$ cat src/rtl/mtimer_pkg.sv
// Shared constants for the memory-mapped machine timer: register byte offsets,
// control bit positions, reset values and the byte-lane merge helper.
package mtimer_pkg;

    localparam int ADDR_WIDTH_DEFAULT = 8;

    localparam int REG_CTRL        = 'h00;
    localparam int REG_PRESC       = 'h04;
    localparam int REG_MTIME_LO    = 'h08;
    localparam int REG_MTIME_HI    = 'h0C;
    localparam int REG_MTIMECMP_LO = 'h10;
    localparam int REG_MTIMECMP_HI = 'h14;
    localparam int REG_STATUS      = 'h18;

    localparam int CTRL_EN_BIT = 0;

    localparam logic [63:0] MTIMECMP_RST = 64'hFFFF_FFFF_FFFF_FFFF;

    // Replace only the byte lanes whose strobe is set.
    function automatic logic [31:0] merge_bytes(input logic [31:0] old_v,
                                                input logic [31:0] new_v,
                                                input logic [3:0]  strb);
        logic [31:0] res;
        res = old_v;
        for (int k = 0; k < 4; k++) begin
            if (strb[k]) res[8*k +: 8] = new_v[8*k +: 8];
        end
        return res;
    endfunction

endpackage

$ cat src/rtl/mtimer_prescaler.sv
// Divides the clock by (presc_i + 1) while enabled, emitting a one-cycle tick
// in the cycle where the count matches the divisor.
module mtimer_prescaler
    import mtimer_pkg::*;
#(
    parameter int PRESC_WIDTH = 16
) (
    input  logic                   clk,
    input  logic                   rst,
    input  logic                   en_i,
    input  logic [PRESC_WIDTH-1:0] presc_i,
    input  logic                   clr_i,
    output logic                   tick_o
);

    logic [PRESC_WIDTH-1:0] cnt_q;
    logic [PRESC_WIDTH-1:0] cnt_d;

    // The tick depends only on pre-edge state, so a clear in the same cycle
    // restarts the count without swallowing a tick already due.
    assign tick_o = en_i & (cnt_q == presc_i);

    always_comb begin
        cnt_d = cnt_q + PRESC_WIDTH'(1);
        if (!en_i || clr_i || tick_o) cnt_d = '0;
    end

    always_ff @(posedge clk) begin
        if (rst) cnt_q <= '0;
        else     cnt_q <= cnt_d;
    end

endmodule

$ cat src/rtl/mtimer_slave.sv
// RISC-V machine timer responder: 64-bit mtime with prescaler, 64-bit
// mtimecmp, registered level interrupt and a byte-strobed register window.
module mtimer_slave
    import mtimer_pkg::*;
#(
    parameter int ADDR_WIDTH  = ADDR_WIDTH_DEFAULT,
    parameter int PRESC_WIDTH = 16
) (
    input  logic                  clk,
    input  logic                  rst,
    input  logic                  i_we,
    input  logic [ADDR_WIDTH-1:0] i_waddr,
    input  logic [31:0]           i_wdata,
    input  logic [3:0]            i_wstrb,
    input  logic                  i_re,
    input  logic [ADDR_WIDTH-1:0] i_raddr,
    output logic [31:0]           o_rdata,
    output logic                  o_timer_irq
);

    localparam logic [ADDR_WIDTH-1:0] A_CTRL   = ADDR_WIDTH'(REG_CTRL);
    localparam logic [ADDR_WIDTH-1:0] A_PRESC  = ADDR_WIDTH'(REG_PRESC);
    localparam logic [ADDR_WIDTH-1:0] A_MT_LO  = ADDR_WIDTH'(REG_MTIME_LO);
    localparam logic [ADDR_WIDTH-1:0] A_MT_HI  = ADDR_WIDTH'(REG_MTIME_HI);
    localparam logic [ADDR_WIDTH-1:0] A_CMP_LO = ADDR_WIDTH'(REG_MTIMECMP_LO);
    localparam logic [ADDR_WIDTH-1:0] A_CMP_HI = ADDR_WIDTH'(REG_MTIMECMP_HI);
    localparam logic [ADDR_WIDTH-1:0] A_STATUS = ADDR_WIDTH'(REG_STATUS);

    // Bus contract: no backpressure. A write with i_we=1 commits at that edge;
    // a read with i_re=1 returns data on o_rdata the next cycle, which then
    // holds until the next read. A nonzero-strobe write is the only "write".
    logic [ADDR_WIDTH-3:0] wword, rword;
    logic                  wr_any;
    logic                  wr_ctrl, wr_presc, wr_mt_lo, wr_mt_hi, wr_cmp_lo, wr_cmp_hi;
    logic                  rd_mt_lo;
    logic                  tick, cmp_hit;
    logic [31:0]           rd_val;

    logic                   en_q, en_d;
    logic [PRESC_WIDTH-1:0] presc_q, presc_d;
    logic [63:0]            mtime_q, mtime_d;
    logic [63:0]            cmp_q, cmp_d;
    logic [31:0]            shadow_q, shadow_d;
    logic [31:0]            rdata_q, rdata_d;
    logic                   irq_q, irq_d;

    logic unused_addr_bits;
    assign unused_addr_bits = ^{i_waddr[1:0], i_raddr[1:0]};

    assign wword     = i_waddr[ADDR_WIDTH-1:2];
    assign rword     = i_raddr[ADDR_WIDTH-1:2];
    assign wr_any    = i_we & (|i_wstrb);
    assign wr_ctrl   = wr_any & (wword == A_CTRL[ADDR_WIDTH-1:2]);
    assign wr_presc  = wr_any & (wword == A_PRESC[ADDR_WIDTH-1:2]);
    assign wr_mt_lo  = wr_any & (wword == A_MT_LO[ADDR_WIDTH-1:2]);
    assign wr_mt_hi  = wr_any & (wword == A_MT_HI[ADDR_WIDTH-1:2]);
    assign wr_cmp_lo = wr_any & (wword == A_CMP_LO[ADDR_WIDTH-1:2]);
    assign wr_cmp_hi = wr_any & (wword == A_CMP_HI[ADDR_WIDTH-1:2]);
    assign rd_mt_lo  = i_re & (rword == A_MT_LO[ADDR_WIDTH-1:2]);

    assign cmp_hit = (mtime_q >= cmp_q);

    mtimer_prescaler #(
        .PRESC_WIDTH (PRESC_WIDTH)
    ) u_presc (
        .clk     (clk),
        .rst     (rst),
        .en_i    (en_q),
        .presc_i (presc_q),
        .clr_i   (wr_ctrl | wr_presc),
        .tick_o  (tick)
    );

    always_comb begin
        rd_val = '0;
        case (rword)
            A_CTRL[ADDR_WIDTH-1:2]:   rd_val[CTRL_EN_BIT] = en_q;
            A_PRESC[ADDR_WIDTH-1:2]:  rd_val[PRESC_WIDTH-1:0] = presc_q;
            A_MT_LO[ADDR_WIDTH-1:2]:  rd_val = mtime_q[31:0];
            A_MT_HI[ADDR_WIDTH-1:2]:  rd_val = shadow_q;
            A_CMP_LO[ADDR_WIDTH-1:2]: rd_val = cmp_q[31:0];
            A_CMP_HI[ADDR_WIDTH-1:2]: rd_val = cmp_q[63:32];
            A_STATUS[ADDR_WIDTH-1:2]: rd_val[0] = cmp_hit;
            default:                  rd_val = '0;
        endcase
    end

    always_comb begin
        en_d     = en_q;
        presc_d  = presc_q;
        cmp_d    = cmp_q;
        shadow_d = shadow_q;
        rdata_d  = rdata_q;
        irq_d    = en_q & cmp_hit;
        mtime_d  = tick ? mtime_q + 64'd1 : mtime_q;

        if (wr_ctrl && i_wstrb[0]) en_d = i_wdata[CTRL_EN_BIT];
        if (wr_presc) begin
            for (int b = 0; b < PRESC_WIDTH; b++) begin
                if (i_wstrb[b/8]) presc_d[b] = i_wdata[b];
            end
        end
        // A software write to mtime discards any tick; the other half is not carried into.
        if (wr_mt_lo) mtime_d = {mtime_q[63:32], merge_bytes(mtime_q[31:0], i_wdata, i_wstrb)};
        if (wr_mt_hi) mtime_d = {merge_bytes(mtime_q[63:32], i_wdata, i_wstrb), mtime_q[31:0]};
        if (wr_cmp_lo) cmp_d[31:0]  = merge_bytes(cmp_q[31:0], i_wdata, i_wstrb);
        if (wr_cmp_hi) cmp_d[63:32] = merge_bytes(cmp_q[63:32], i_wdata, i_wstrb);

        if (i_re) rdata_d = rd_val;
        if (rd_mt_lo) shadow_d = mtime_q[63:32];
    end

    always_ff @(posedge clk) begin
        if (rst) begin
            en_q     <= 1'b0;
            presc_q  <= '0;
            mtime_q  <= '0;
            cmp_q    <= MTIMECMP_RST;
            shadow_q <= '0;
            rdata_q  <= '0;
            irq_q    <= 1'b0;
        end else begin
            en_q     <= en_d;
            presc_q  <= presc_d;
            mtime_q  <= mtime_d;
            cmp_q    <= cmp_d;
            shadow_q <= shadow_d;
            rdata_q  <= rdata_d;
            irq_q    <= irq_d;
        end
    end

    assign o_rdata     = rdata_q;
    assign o_timer_irq = irq_q;

endmodule

$ cat config.mk
export PLATFORM = sky130hd
export DESIGN_NAME = mtimer_slave
export DESIGN_NICKNAME = d
export VERILOG_FILES = /design/src/rtl/mtimer_pkg.sv /design/src/rtl/mtimer_prescaler.sv /design/src/rtl/mtimer_slave.sv
export SDC_FILE = /design/constraint.sdc
export NUM_CORES = 1
export LEC_CHECK = 0
export CAP_MARGIN = 5
export CORE_MARGIN = 2
export CORE_UTILIZATION = 40
export CTS_CLUSTER_DIAMETER = 150
export CTS_CLUSTER_SIZE = 14
export DETAILED_ROUTE_END_ITERATION = 12
export PLACE_DENSITY = 0.54
export SLEW_MARGIN = 20
export SYNTH_ARGS = -nofsm -noshare
export SYNTH_HDL_FRONTEND = slang
export SYNTH_SLANG_ARGS = --single-unit
$ cat constraint.sdc
create_clock -name clk -period 2.6 [get_ports clk]
set_input_delay 0.26 -clock clk [delete_from_list [all_inputs] [get_ports clk]]
set_output_delay 0.26 -clock clk [all_outputs]
set_load 0.02 [all_outputs]
==> qor.txt, run 1 <==
status = completed
Top FF cell, synth = dfxtp_1
CTS tree = yes
Synth area leader = dfxtp_1
top cells by area, synth = dfxtp_1 34%, ha_1 6.2%, mux2i_1 6.1%
leak pwr = 7.11 nW
Slowest cell on crit path = and2_1
PD cells = 433 nW/um^2
crit path from = mtime_q[10]
Hold/Removal Path Class = in2reg
chip width = 186 um
layout cell share with drive strength beyond 1 = 0.120
DRT Pass-1 Iters = 5
DR WL/cell = 21.2 um
startpoint types = flop
clock-pin slew on the worst setup and hold paths = 0.08 ns
routed vias = 13.2k
CP endpoint kind = flop
critical path class = reg2reg
max_cap viols = 0
CP arrival = 2.88 ns
fmax = 409 MHz
Req. time, crit path = 3.03 ns
final period utilization = 0.940
Synth top area share = 0.342
initial DRC count = 1,011
Slew @ Worst Pin = 0.898 ns
Synth Warn # = 0
die area = 34,500 um^2
largest net degree at the start of global routing = 114
placed cells = 2,213
Total GRT Usage = 0.275
Setup Buffers After CTS = 0
initial antenna violation count = 0
FFs w/ async S/R, synth = 0
Synth Cell Area = 13,200 um^2
leading cell types in the layout, fill and taps excluded = 225 x dfxtp_1, 209 x nand2_1, 145 x buf_4, 134 x a21oi_1, 104 x nor2_1
HPWL Detailed = 34,700 um
Fin Hold WS = 0.190 ns
row cnt = 66
cell count along the critical path = 7
Die Span Y = 186 um
CP Capture Point = mtime_q[43]
VDD IR max = 0.470 mV
Post-DRT Antenna Nets = 0
RSZ-0062 raised after global routing = no
setup violators final = 0
buffers added on ports = 84
Final Hold Viols = 0
boundary pin count = 89
r2r setup slk = 0.16 ns
grt ovf = 0
Core Footprint = 32,500 um^2
top cell family by delay on the critical path = simple AND/OR/NAND/NOR gates
hold_buf cts = 0
via-per-instance ratio = 5.89
clk_lat worst skew = 0.52 ns
worst-path cell chain = nand4_2, nor4b_4, buf_4, and2_1, a31o_2, a21oi_1, a211oi_1
CTS sink count = 226
Final Non-Filler Cells = 2,235
CP max stage delay = 0.50 ns
vias in the first global route = 12.5k
Worst Skew = 0.0159 ns
CTS H-Tree Depth = 1
R2R Path End = mtime_q[43]
Final min period = 2.44 ns
CTS Buf Count = 20
Rel. slew slack = 0.397
Initial Utilization = 0.406
crit-path max FO = 10
number of synthesized register bits = 226
Final #Nets = 1,915
Post-Route WL = 47,500 um
total power = 6.93 mW
CTS resizes = 0
ANT cells = 0
synthesis-to-finish area growth = 20.9%
max-slew violation count = 0
reg2reg start = mtime_q[10]
sequential-to-total area share from yosys stat = 0.342
Post-Synthesis Cells = 1,639
commonest non-fill, non-tap cell in the layout = dfxtp_1
CTS Buffer Depth = 3
syn_area_per_cell = 8.07 um^2
Buf/Inv on CP = 1
GPL Wtd Cong = 0.905
Syn Nets = 1,761
final routed DRC violation total = 0
CTS root buffer = clkbuf_16
worst-case reg-to-reg path depth = 7
Netlist cell types = 76
first-pass GRT wire length = 72,900 um
EDFF count, synth = 0
[logic make-up (layout without fill, tap and decap cells)]
| group | after synthesis | after routing | synth area share |
|---|---|---|---|
| AO/OA/AOI/OAI | 436 | 436 | 0.216 |
| XOR/XNOR | 30 | 30 | 0.0199 |
| flip-flops | 226 | 226 | 0.342 |
| multiplexers | 82 | 82 | 0.0630 |
| buffers and inverters | 182 | 336 | 0.0559 |
| AND/OR/NAND/NOR | 617 | 617 | 0.241 |
| adder cells (fa/ha/maj) | 66 | 66 | 0.0625 |
[power by group]
| group | internal (mW) | switching (mW) |
|---|---|---|
| logic | 0.234 | 0.357 |
| clock network | 1.44 | 1.39 |
| registers | 3.49 | 0.0205 |
| total | 5.16 | 1.76 |
[metrics by stage]
stage	util	setup TNS, ns	instance area [um^2]	worst slack (ns)
3_3_place_gp	0.474	-5.74	15400	-0.224
2_1_floorplan	-	0	13200	0.297
4_1_cts	0.490	0	16000	0.108
3_5_place_dp	0.474	-5.76	15400	-0.198
5_1_grt	0.491	0	16000	0.0000211
6_report	0.491	0	16000	0.155
[cell type report]
class,instances,area (um^2)
fillers,3264,16500
repair buffers,236,2080
flip-flops and latches,226,4530
multi-input cells,1231,8000
clock buffers,21,526
well taps,442,553
inverters,78,293
clock inverters,1,16.3
[cell usage after synthesis (13+ instances only)]
| cell type | n |
|---|---|
| a211o_1 | 37 |
| a211oi_1 | 42 |
| a21oi_1 | 134 |
| a31oi_1 | 14 |
| and3_1 | 54 |
| buf_2 | 21 |
| clkbuf_1 | 73 |
| dfxtp_1 | 226 |
| ha_1 | 66 |
| inv_1 | 78 |
| mux2i_1 | 81 |
| nand2_1 | 209 |
| nand2b_1 | 13 |
| nand3_1 | 82 |
| nand3b_1 | 33 |
| nand4_1 | 30 |
| nor2_1 | 104 |
| nor3_1 | 28 |
| nor4_1 | 13 |
| o21ai_0 | 82 |
| o221ai_1 | 17 |
| o22ai_1 | 23 |
| xor2_1 | 18 |
[metal layers]
metal | share of wire | vias to the layer above | track usage
li1 | - | 6313 | -
met1 | 0.43 | 6268 | 0.358
met2 | 0.46 | 489 | 0.450
met3 | 0.065 | 102 | 0.0438
met4 | 0.047 | 0 | 0.119
met5 | 0 | - | 0
[sequential cells by signal (all words and copies together), names as in the netlist]
name and flops:
o_rdata 32, presc_q 16, mtime_q 64, o_timer_irq 1
en_q 1, shadow_q 32, u_presc.cnt_q 16, cmp_q 64
[worst min path at each step]
stage / from / end / slack, ns / cells after the start
after floorplan: i_wdata[0] / presc_q[0] / 0.40 / 2
after global placement: shadow_q[23] / shadow_q[23] / 0.44 / 2
after CTS: rst / o_rdata[30] / 0.19 / 2
after global routing: rst / shadow_q[6] / 0.21 / 2
after detailed placement: shadow_q[16] / shadow_q[16] / 0.45 / 2
final: rst / shadow_q[6] / 0.19 / 2
(Power assumes the default switching activity.)
==> run 2: changes to the inputs <==
- CORE_UTILIZATION: 40 -> 35
- PLACE_DENSITY: 0.54 -> 0.48
==> run 2 against run 1 <==
Compared with the run above: cell count increased by 3.2%; clock-buffer cell count unchanged; largest power group unchanged; first-iteration DRC count fell by 6.4%; clock skew up 0.0064 ns; register-to-register slack is essentially flat; non-clock buffer count is 3 higher; sequential share of layout area fell by 0.24 points; largest cell class unchanged; combinational power barely moved; die area grew 14%; highest routed layer unchanged; wire length increased by 4.7%.
==> qor.txt, run 2 (synthesized netlist as in run 1, its figures left out) <==
Core Footprint = 37,400 um^2 (+15%)
Final #Nets = 1,918 (+0.16%)
VDD IR max = 0.381 mV (-19%)
max-slew violation count = 0 (unchanged)
initial antenna violation count = 0 (unchanged)
Final Hold Viols = 0 (unchanged)
CTS tree = yes
Req. time, crit path = 3.04 ns (about the same)
Rel. slew slack = 0.441 (+0.0437)
row cnt = 71 (+7.6%)
RSZ-0062 raised after global routing = no
Post-Place Setup Slack = -0.143 ns (+0.0545 ns)
Post-DRT Antenna Nets = 0 (unchanged)
CP endpoint kind = flop
CTS Buffer Depth = 3 (unchanged)
synthesis-to-finish area growth = 21.9%
vias in the first global route = 12.5k (-0.080%)
register area = 4520 um^2 (about the same)
die area = 39,300 um^2 (+14%)
status = completed
worst-path cell chain = xnor2_1, nand3_1, or2_2, o31ai_2, a21oi_1, nor4_1
via-per-instance ratio = 5.63 (-4.4%)
boundary pin count = 89 (unchanged)
max_cap viols = 0 (unchanged)
chip width = 198 um (+6.8%)
fmax = 409 MHz (about the same)
ANT cells = 0 (unchanged)
CP arrival = 2.89 ns (about the same)
CTS Buf Count = 20 (unchanged)
Fin Hold WS = 0.0954 ns (-0.0947 ns)
buffers added on ports = 84 (unchanged)
fillers = 3,840 (+18%)
leak pwr = 7.12 nW (+0.18%)
Die Span Y = 198 um (+6.8%)
post-route setup slack = 0.156 ns (+0.000140 ns)
Post-Route WL = 49,700 um (+4.7%)
layout cell share with drive strength beyond 1 = 0.122 (+0.00203)
CTS H-Tree Depth = 1 (unchanged)
Slowest cell on crit path = o31ai_2
final routed DRC violation total = 0 (unchanged)
Buf/Inv on CP = 0 (-1)
leading cell types in the layout, fill and taps excluded = 226 x dfxtp_1, 209 x nand2_1, 144 x buf_4, 134 x a21oi_1, 104 x nor2_1
multi-input logic area = 7980 um^2 (-0.27%)
clock-pin slew on the worst setup and hold paths = 0.08 ns (about the same)
top cell family by delay on the critical path = simple AND/OR/NAND/NOR gates
DR WL/cell = 21.6 um (+1.5%)
HPWL Detailed = 36,100 um (+4.1%)
grt ovf = 0 (unchanged)
CTS root buffer = clkbuf_16
Final min period = 2.44 ns (-0.000140 ns)
Hold/Removal Path Class = in2reg
initial DRC count = 946 (-6.4%)
critical path class = reg2reg
routed vias = 13.0k (-1.3%)
total power = 6.93 mW (about the same)
GPL Wtd Cong = 0.872 (-3.6%)
Initial Utilization = 0.354 (-0.0528)
setup violators final = 0 (unchanged)
largest net degree at the start of global routing = 111 (-2.6%)
startpoint types = flop
clk_lat worst skew = 0.52 ns (about the same)
largest registers = cmp_q x64, mtime_q x64
DRT Pass-1 Iters = 5 (unchanged)
commonest non-fill, non-tap cell in the layout = dfxtp_1
PD cells = 430 nW/um^2 (-0.72%)
CP max stage delay = 0.58 ns (+0.08 ns)
final period utilization = 0.940 (about the same)
Worst Skew = 0.0223 ns (+0.00638 ns)
Slew @ Worst Pin = 0.832 ns (-0.0651 ns)
CTS sink count = 226 (unchanged)
Total GRT Usage = 0.253 (-0.0218)
crit-path max FO = 7 (-3)
first-pass GRT wire length = 76,500 um (+4.9%)
[run 2: final timing paths]
path                from     endpoint  slack [ns]  cells past startpoint
max reg2reg   presc_q[5]   mtime_q[4]        0.16                      6
max           presc_q[5]   mtime_q[4]        0.16                      6
min reg2reg  shadow_q[8]  shadow_q[8]        0.45                      2
min                  rst         en_q         0.1                      2
[run 2: where the power goes]
group / internal (mW) / switching (mW)
clock: 1.44 / 1.39
sequential: 3.49 / 0.0208
combinational: 0.231 / 0.363
[run 2: timing repair]
action                     CTS  global route
setup endpoints to repair    0            11
buffers inserted             0             1
hold buffers                 0             0
resized for setup            0             3
[run 2: cell type report]
class                   count  share of cell area
flip-flops and latches    226               0.281
clock inverters             1             0.00101
well taps                 511              0.0397
multi-input cells        1231               0.495
repair buffers            239               0.133
clock buffers              21              0.0326
inverters                  78              0.0182
[run 2: worst register-to-register path: stages (launching register included)]
cell and delay (ns):
dfxtp_1 0.35, xnor2_1 0.25, nand3_1 0.33, or2_2 0.49
o31ai_2 0.58, a21oi_1 0.15, nor4_1 0.22
[run 2: stage by stage]
stage	instances	instance area [um^2]	util	setup TNS (ns)
floorplan	1639	13200	-	0
global placement	2284	15600	0.416	-4.30
detailed placement	2284	15600	0.416	-5.71
CTS	2306	16100	0.430	0
global route	2307	16100	0.431	0
finish	2307	16100	0.431	0
[run 2: routing by layer]
layer	vias up	wire length (um)	global-route usage	share of wire
met5	-	0	0	0
met2	374	23200	0.426	0.47
met4	0	1320	0.0643	0.027
li1	6281	-	-	-
met3	70	2390	0.0279	0.048
met1	6274	22800	0.345	0.46
==> run 3: changes to the inputs <==
- CTS_CLUSTER_SIZE: 14 -> not set
==> run 3 against run 2 <==
Compared with the run above: wire length up 0.35%; worst setup slack worse by 0.0032 ns; critical path depth up 2; power up 22%; final area up 3.0%; register-to-register slack about the same; die area unchanged; sequential share of layout area down 0.81 points; clock skew down 0.0048 ns; clock power up 54%; largest power group is now clock; highest routed layer unchanged.
==> qor.txt, run 3 (synthesized netlist as in run 1, its figures left out) <==
Layout Utilization = 0.444 (+0.0127)
clock-pin slew on the worst setup and hold paths = 0.06 ns (-0.02 ns)
status = completed
boundary pin count = 89 (unchanged)
largest registers = cmp_q x64, mtime_q x64
final period utilization = 0.941 (+0.00124)
CTS Buf Count = 29 (+45%)
GPL Wtd Cong = 0.872 (unchanged)
via-per-instance ratio = 5.61 (-0.44%)
Worst Skew = 0.0176 ns (-0.00476 ns)
hold_buf cts = 0 (unchanged)
Initial Utilization = 0.354 (unchanged)
largest net degree at the start of global routing = 111 (unchanged)
crit-path max FO = 11 (+4)
Slew @ Worst Pin = 0.829 ns (-0.00349 ns)
clk_lat worst skew = 0.57 ns (+0.05 ns)
fmax = 409 MHz (-0.13%)
register area = 4520 um^2 (unchanged)
DRT Pass-1 Iters = 8 (+3)
Setup Buffers After CTS = 0 (unchanged)
CP endpoint kind = flop
HPWL Detailed = 36,100 um (unchanged)
post-route setup slack = 0.152 ns (-0.00321 ns)
Req. time, crit path = 3.07 ns (+0.03 ns)
Rel. slew slack = 0.443 (+0.00234)
crit path from = presc_q[1]
CTS tree = yes
Post-DRT Antenna Nets = 0 (unchanged)
M3 GR Usage = 0.0255 (-0.00238)
layout cell share with drive strength beyond 1 = 0.136 (+0.0134)
row cnt = 71 (unchanged)
die area = 39,300 um^2 (unchanged)
chip width = 198 um (unchanged)
worst-case reg-to-reg path depth = 8 (+2)
CP most frequent cell = buf_4
Final Hold Viols = 0 (unchanged)
PD cells = 511 nW/um^2 (+19%)
DR WL/cell = 21.4 um (-0.90%)
fillers = 3,798 (-1.1%)
VDD IR max = 0.415 mV (+8.8%)
GRT busiest layer = met2
CP max stage delay = 0.42 ns (-0.16 ns)
startpoint types = flop
max-slew violation count = 0 (unchanged)
Post-Route WL = 49,900 um (+0.35%)
vias in the first global route = 12.6k (+0.67%)
CP Capture Point = mtime_q[49]
Final #Nets = 1,926 (+0.42%)
met1 usage = 0.347 (+0.00136)
initial antenna violation count = 0 (unchanged)
setup violators final = 0 (unchanged)
buffers added on ports = 84 (unchanged)
Fin Hold WS = 0.0600 ns (-0.0354 ns)
Final min period = 2.45 ns (+0.00321 ns)
Die Span Y = 198 um (unchanged)
WHS Path Cells = 2 (unchanged)
ANT cells = 0 (unchanged)
Slowest cell on crit path = nor4_1
multi-input logic area = 7980 um^2 (about the same)
leak pwr = 7.35 nW (+3.3%)
final routed DRC violation total = 0 (unchanged)
max_cap viols = 0 (unchanged)
CTS Buffer Depth = 3 (unchanged)
commonest non-fill, non-tap cell in the layout = dfxtp_1
first-pass GRT wire length = 76,900 um (+0.51%)
Total GRT Usage = 0.255 (+0.00190)
routing usage on met2 = 0.429 (+0.00390)
synthesis-to-finish area growth = 25.5%
initial DRC count = 1,037 (+9.6%)
CTS sink count = 226 (unchanged)
worst-path cell chain = xor2_1, nor4_1, nand3_2, buf_4, o31ai_1, buf_4, a21oi_1, nor3_1
critical path class = reg2reg
Hold/Removal Path Class = in2reg
RSZ-0062 raised after global routing = no
r2r setup slk = 0.15 ns (about the same)
CP arrival = 2.91 ns (+0.02 ns)
Core Footprint = 37,400 um^2 (unchanged)
R2R Path End = mtime_q[49]
grt ovf = 0 (unchanged)
routed vias = 13.1k (+0.82%)
leading cell types in the layout, fill and taps excluded = 226 x dfxtp_1, 209 x nand2_1, 143 x buf_4, 134 x a21oi_1, 104 x nor2_1
CTS root buffer = clkbuf_16
Post-Place Setup Slack = -0.143 ns (unchanged)
reg2reg start = presc_q[1]
CTS H-Tree Depth = 1 (unchanged)
run 3: cell types whose count changed in the layout (fill, tap and decap cells not counted), moves of 2 or more:
cell / change
bufinv_16: +5
clkbuf_1: +2
clkbuf_16: +8
clkbuf_8: +6
clkinv_2: +7
clkinvlp_4: +2
run 3: timing repair:
action	in CTS	in global routing
endpoints found under the hold margin	0	0
setup endpoints to repair	0	11
gates resized for setup	0	4
run 3: layout make-up:
type	count	share of cell area
clock inverter	15	0.0126
sequential	226	0.273
timing repair buffer	238	0.129
clock buffer	37	0.0491
tap	511	0.0385
inverter	78	0.0176
multi-input combinational	1231	0.481
run 3: report_power, final:
part / total [mW] / leakage, nW / internal, mW / switching (mW)
combinational: 0.592 / 5.02 / 0.231 / 0.361
clock: 4.37 / 0.506 / 2.70 / 1.68
sequential: 3.52 / 1.83 / 3.50 / 0.0208
run 3: worst min-delay path by stage:
stage,start,end,slack [ns]
2_1_floorplan,i_wdata[0],presc_q[0],0.40
3_3_place_gp,shadow_q[11],shadow_q[11],0.44
3_5_place_dp,shadow_q[17],shadow_q[17],0.45
4_1_cts,rst,en_q,0.03
5_1_grt,rst,en_q,0.05
6_report,rst,en_q,0.06
run 3: critical path: cells and delay by family (launching register included):
| family | cells | cell delay [ns] |
|---|---|---|
| compound gates | 2 | 0.37 |
| xor+xnor | 1 | 0.18 |
| buf+inv | 2 | 0.50 |
| simple gates | 3 | 0.95 |
| flops | 1 | 0.34 |
run 3: metrics by stage:
stage                     setup TNS, ns  cell area (um^2)  instances  power, mW
after floorplan                       0             13200       1639       3.86
after global placement            -4.30             15600       2284       4.19
after detailed placement          -5.71             15600       2284       4.19
after CTS                             0             16600       2336       8.55
after global routing                  0             16600       2336       8.74
final                                 0             16600       2336       8.48
run 3: metal layers:
layer / wire (um) / part of all wire / up-vias
met3: 2050 / 0.041 / 79
met4: 1220 / 0.025 / 0
met5: 0 / 0 / -
li1: - / - / 6325
met2: 23700 / 0.47 / 353
met1: 23000 / 0.46 / 6348
